==> src/rtl/systolic_pkg.sv <==
// Shared types and constants for the systolic array feeder.
// Element width is fixed to IEEE-754 single precision; N_DEFAULT is the default array size.
package systolic_pkg;

  localparam int DW        = 32;
  localparam int N_DEFAULT = 4;

  localparam logic [DW-1:0] FP_ZERO = 32'h0;

  typedef enum logic [1:0] {
    IDLE,
    STREAM,
    DONE
  } state_e;

endpackage

==> src/rtl/skew_select.sv <==
// Picks one lane's operand for the current stream step: word k is presented when t == k + LANE.
// Used for both west (row) and north (column) lanes.
module skew_select
  import systolic_pkg::*;
#(
  parameter int N    = N_DEFAULT,
  parameter int LANE = 0,
  parameter int TW   = 4,
  parameter int DW   = systolic_pkg::DW
) (
  input  logic            en_i,
  input  logic [TW-1:0]   t_i,
  input  logic [N*DW-1:0] words_i,
  output logic [DW-1:0]   word_o
);

  always_comb begin
    word_o = DW'(FP_ZERO);
    if (en_i) begin
      for (int k = 0; k < N; k++) begin
        if (int'(t_i) == k + LANE) begin
          word_o = words_i[k*DW +: DW];
        end
      end
    end
  end

endmodule

==> src/rtl/systolic_feeder.sv <==
// Buffers A (row-major) and B (column-major) and streams them diagonally skewed into an NxN
// systolic array, pulsing done once every accumulator holds its final value.
module systolic_feeder
  import systolic_pkg::*;
#(
  parameter int N  = N_DEFAULT,
  parameter int DW = systolic_pkg::DW,
  parameter int AW = $clog2(N)
) (
  input  logic            clk,
  input  logic            reset,
  input  logic            ld_valid,
  output logic            ld_ready,
  input  logic            ld_sel,
  input  logic [AW-1:0]   ld_row,
  input  logic [AW-1:0]   ld_col,
  input  logic [DW-1:0]   ld_data,
  input  logic            start,
  output logic            busy,
  output logic            done,
  output logic [N*DW-1:0] west_o,
  output logic [N*DW-1:0] north_o
);

  localparam int TW = $clog2(3*N-2);
  localparam logic [TW-1:0] T_LAST = TW'(3*N-3);

  state_e        state_q, state_d;
  logic [TW-1:0] t_q, t_d;
  logic [DW-1:0] a_q [N][N];
  logic [DW-1:0] a_d [N][N];
  logic [DW-1:0] b_q [N][N];
  logic [DW-1:0] b_d [N][N];
  logic          ld_fire;
  logic          streaming;

  assign ld_ready  = (state_q == IDLE);
  assign busy      = (state_q != IDLE);
  assign done      = (state_q == DONE);
  assign streaming = (state_q == STREAM);

  // Out-of-range indices only exist when N is not a power of two; such beats are dropped.
  assign ld_fire = ld_valid && ld_ready && (int'(ld_row) < N) && (int'(ld_col) < N);

  always_comb begin
    a_d = a_q;
    b_d = b_q;
    if (ld_fire) begin
      if (ld_sel) begin
        b_d[ld_row][ld_col] = ld_data;
      end else begin
        a_d[ld_row][ld_col] = ld_data;
      end
    end
  end

  always_comb begin
    state_d = state_q;
    t_d     = t_q;
    case (state_q)
      IDLE: begin
        if (start) begin
          state_d = STREAM;
          t_d     = '0;
        end
      end
      STREAM: begin
        if (t_q == T_LAST) begin
          state_d = DONE;
          t_d     = '0;
        end else begin
          t_d = t_q + TW'(1);
        end
      end
      DONE: begin
        state_d = IDLE;
      end
      default: begin
        state_d = IDLE;
        t_d     = '0;
      end
    endcase
  end

  always_ff @(posedge clk or negedge reset) begin
    if (!reset) begin
      state_q <= IDLE;
      t_q     <= '0;
      for (int r = 0; r < N; r++) begin
        for (int c = 0; c < N; c++) begin
          a_q[r][c] <= '0;
          b_q[r][c] <= '0;
        end
      end
    end else begin
      state_q <= state_d;
      t_q     <= t_d;
      a_q     <= a_d;
      b_q     <= b_d;
    end
  end

  // West lane i walks along row i of A; north lane j walks down column j of B.
  for (genvar gi = 0; gi < N; gi++) begin : g_lane
    logic [N*DW-1:0] a_row;
    logic [N*DW-1:0] b_col;

    for (genvar gk = 0; gk < N; gk++) begin : g_word
      assign a_row[gk*DW +: DW] = a_q[gi][gk];
      assign b_col[gk*DW +: DW] = b_q[gk][gi];
    end

    skew_select #(.N(N), .LANE(gi), .TW(TW), .DW(DW)) u_west (
      .en_i    (streaming),
      .t_i     (t_q),
      .words_i (a_row),
      .word_o  (west_o[gi*DW +: DW])
    );

    skew_select #(.N(N), .LANE(gi), .TW(TW), .DW(DW)) u_north (
      .en_i    (streaming),
      .t_i     (t_q),
      .words_i (b_col),
      .word_o  (north_o[gi*DW +: DW])
    );
  end

endmodule

==> config.mk <==
export PLATFORM = sky130hd
export DESIGN_NAME = systolic_feeder
export DESIGN_NICKNAME = d
export VERILOG_FILES = /design/src/rtl/systolic_pkg.sv /design/src/rtl/skew_select.sv /design/src/rtl/systolic_feeder.sv
export SDC_FILE = /design/constraint.sdc
export NUM_CORES = 2
export LEC_CHECK = 0
export BUFFER_PORTS_ARGS = -buffer_cell sky130_fd_sc_hd__buf_2
export CAP_MARGIN = 15
export CORE_ASPECT_RATIO = 0.9
export CORE_UTILIZATION = 61
export DETAILED_ROUTE_END_ITERATION = 7
export PLACE_DENSITY = 0.84
export SLEW_MARGIN = 20
export SYNTH_ARGS = -nofsm -noshare
export SYNTH_HDL_FRONTEND = slang
export SYNTH_SLANG_ARGS = --single-unit
==> constraint.sdc <==
create_clock -name clk -period 4.9 [get_ports clk]
set_input_delay 0 -clock clk [delete_from_list [all_inputs] [get_ports clk]]
set_output_delay 0 -clock clk [all_outputs]
set_load 0.01 [all_outputs]
==> results.md <==
- Status: completed
- Fin. max-slew vios: 0
- Register area share after synthesis: 53.3%
- CP max stage delay: 910 ps
- Syn Std Cell Area: 48300 um^2
- RSZ-0062 raised after global routing: false
- Top post-synthesis cells by area: dfrtp_1, mux2_2, and3b_1, o21ai_0, clkbuf_1
- Power Dens Cells: 526 nW/um^2
- Multiplexer share of the synthesized area: 25.3%
- WHS: 48.0 ps
- Syn. warnings: 0
- DR vias/cell: 6.62
- Req. time, crit path: 4900 ps
- Die area: 80300 um^2
- Number of enable flip-flop cells after synthesis: 0
- DP HPWL: 78.5 mm
- Synth cell types: 45
- Adder-Cell Fraction of Synth Area: 0%
- Syn Inst Count: 3836
- CP max stage cell: dfrtp_4
- Maximum fanout along the worst path: 84
- Synth Area in Compound Gates: 9.42%
- Gr ovfl total: 0
- Xor/xnor share of the synthesized area: 0%
- Pin count of the biggest net entering global routing: 174
- # DRC: 0
- Num ports: 300
- Worst-margin pin slew: 1030 ps
- Simple-gate share of the synthesized area: 8.02%
- Largest family of logic cells by synthesized area: multiplexers
- Peak Freq: 246 MHz
- Critical Path AT: 4060 ps
- Core area: 78200 um^2
- Final hold vios: 0
- Worst rel slew slack: 31.1%
- Chip width: 299 um
- Final WL: 135 mm
- Synth top area share: 53.3%
- Peak supply drop: 390 uV
- Post-CTS Resized: 0
- Synthesis-to-finish area growth: 11.0%
- CP Launch Type: register
- TritonCTS clock tree: built
- Synth area leader: dfrtp_1
- Met1 WL: 55.5 mm
- Post-layout minimum cycle time: 4060 ps
- FILL cells: 5341
- Routed wl met2: 62.6 mm
- Reg2Reg Setup Slack: 1740 ps
- Average cell area after synthesis: 12.6 um^2
- Syn nets: 3877
- Worst Reg-to-Reg Cells: 4
- GRT Resource Usage Total: 33.5%
- Max_cap viols: 0
- #FFs+latches synth: 1030
- 1st-pass router iterations: 5
- Number of DRC markers in iteration 0: 3060
- Worst-skew pair later-pin latency: 680 ps
- Worst reg2reg path endpoint: b_q[80]$_DFFE_PN0P_
- Ys flop type: dfrtp_1
- HP Class: input port to asynchronous set/reset pin
- Met3 WL post-DR: 11.4 mm
- Depth of the CTS H-tree: 3
- First-pass GRT wire length: 206 mm
- Total CTS buffers: 102
- Setup Skew: 26.9 ps
- Setup tns final: 0 ps
- Reg clk slew, reported paths: 60 ps
- Tcrit/Tclk final: 82.9%
- Leakage: 27.4 nW
- Worst r2r src: state_q[1]$_DFFE_PN0P_
- Final #Nets: 3952
- Crit. End Element: output pin
- Critical path class: register to output pin
- Routed length per instance: 26.9 um
- Crit path top cell by count: buf_4
- Most common cell after layout, fill and taps aside: mux2_2
- Post-route antenna net violation count: 0
- Via count: 33200
- Sink Count: 1030
- Layout cells sized above 1: 40.6%
- Crit-path cells: buf_4, buf_4, and3b_1, o21ai_0, a21oi_1, buf_2
- Starting density of the core: 61.8%
- Clock buffer depth: 3
- Most frequent cells in the layout: mux2_2, dfrtp_1, o21ai_0, buf_2, and3b_1
- Initial antenna violation count: 8
- Vias in the first global route: 33400
- I/O Buffers: 299
- Final setup fails: 0
- Root buf cell: clkbuf_16
- Routability cong.: 0.815
- Row count: 97
- Chip Height: 269 um
- Top Layer Used: met5
- Fraction of registers with async set/reset: 100%
stage by stage:
step	area [um^2]	cells	setup WS [ps]	power (mW)	utilization, %
final	53700	5023	838	28.2	68.6
after global routing	53600	5022	712	29.4	68.6
after CTS	53600	5021	907	28.2	68.6
after detailed placement	50200	4838	1540	20.3	64.2
after global placement	50200	4838	1680	20.0	64.2
after floorplan	48300	3836	2960	16.8	-
worst max-delay path by stage:
stage,slack (ps),from,to
after floorplan,2960,state_q[0]$_DFFE_PN0P_,b_q[225]$_DFFE_PN0P_
after global placement,1680,t_q[1]$_DFFE_PN0P_,north_o[40]
after detailed placement,1540,state_q[1]$_DFFE_PN0P_,b_q[418]$_DFFE_PN0P_
after CTS,910,t_q[1]$_DFFE_PN0P_,north_o[40]
after global routing,710,t_q[1]$_DFFE_PN0P_,north_o[9]
final,840,t_q[1]$_DFFE_PN0P_,north_o[40]
state kept, by name, summed over array words and instances (netlist names):
register  flops
a_q         512
b_q         512
t_q           4
state_q       2
where the power goes:
part	switching, mW	leakage [nW]	internal (mW)
clock	3.35	1.64	4.50
sequential	1.01	14.2	10.1
combinational	5.75	11.6	3.52
total	10.1	27.4	18.1
worst max-delay path, delay by kind of cell (launching register included):
kind | cells | cell delay (ps)
compound gates | 2 | 520
buf+inv | 3 | 1560
flops | 1 | 910
simple gates | 1 | 250
repair_timing:
action                    4_1_cts  5_1_grt
hold buffers                    7        0
setup buffers                   0        0
hold endpoints to repair      111        0
layer usage:
layer	vias to the layer above	track usage [%]
li1	14100	-
met1	17300	46.0
met4	16	14.0
met5	-	0
met3	334	7.30
met2	1493	52.0
cells by family after synthesis:
kind of cell / Yosys count
buf+inv: 415
flops: 1030
compound gates: 776
simple gates: 527
mux: 1088
Yosys cell counts, types with 9 or more instances:
library cell,instances
nor2_1,134
a221oi_1,61
nor2b_1,71
mux2_1,55
nor3_4,20
a21oi_1,192
and3b_1,257
mux2_2,1030
buf_4,57
buf_2,52
o221ai_1,64
clkbuf_1,290
o21ai_0,382
dfrtp_1,1030
a211oi_1,65
buf_1,9
cell type report:
type	instances	area, um^2	area share [%]
Inverter	2	7.51	0.0140
Sequential cell	1030	25800	48.1
Timing Repair Buffer	384	2340	4.37
Tap cell	1039	1300	2.42
Multi-Input combinational cell	2391	20900	38.9
Antenna cell	1	2.50	0.00466
Clock inverter	34	430	0.802
Clock buffer	142	2900	5.41
(Power assumes the default switching activity.)
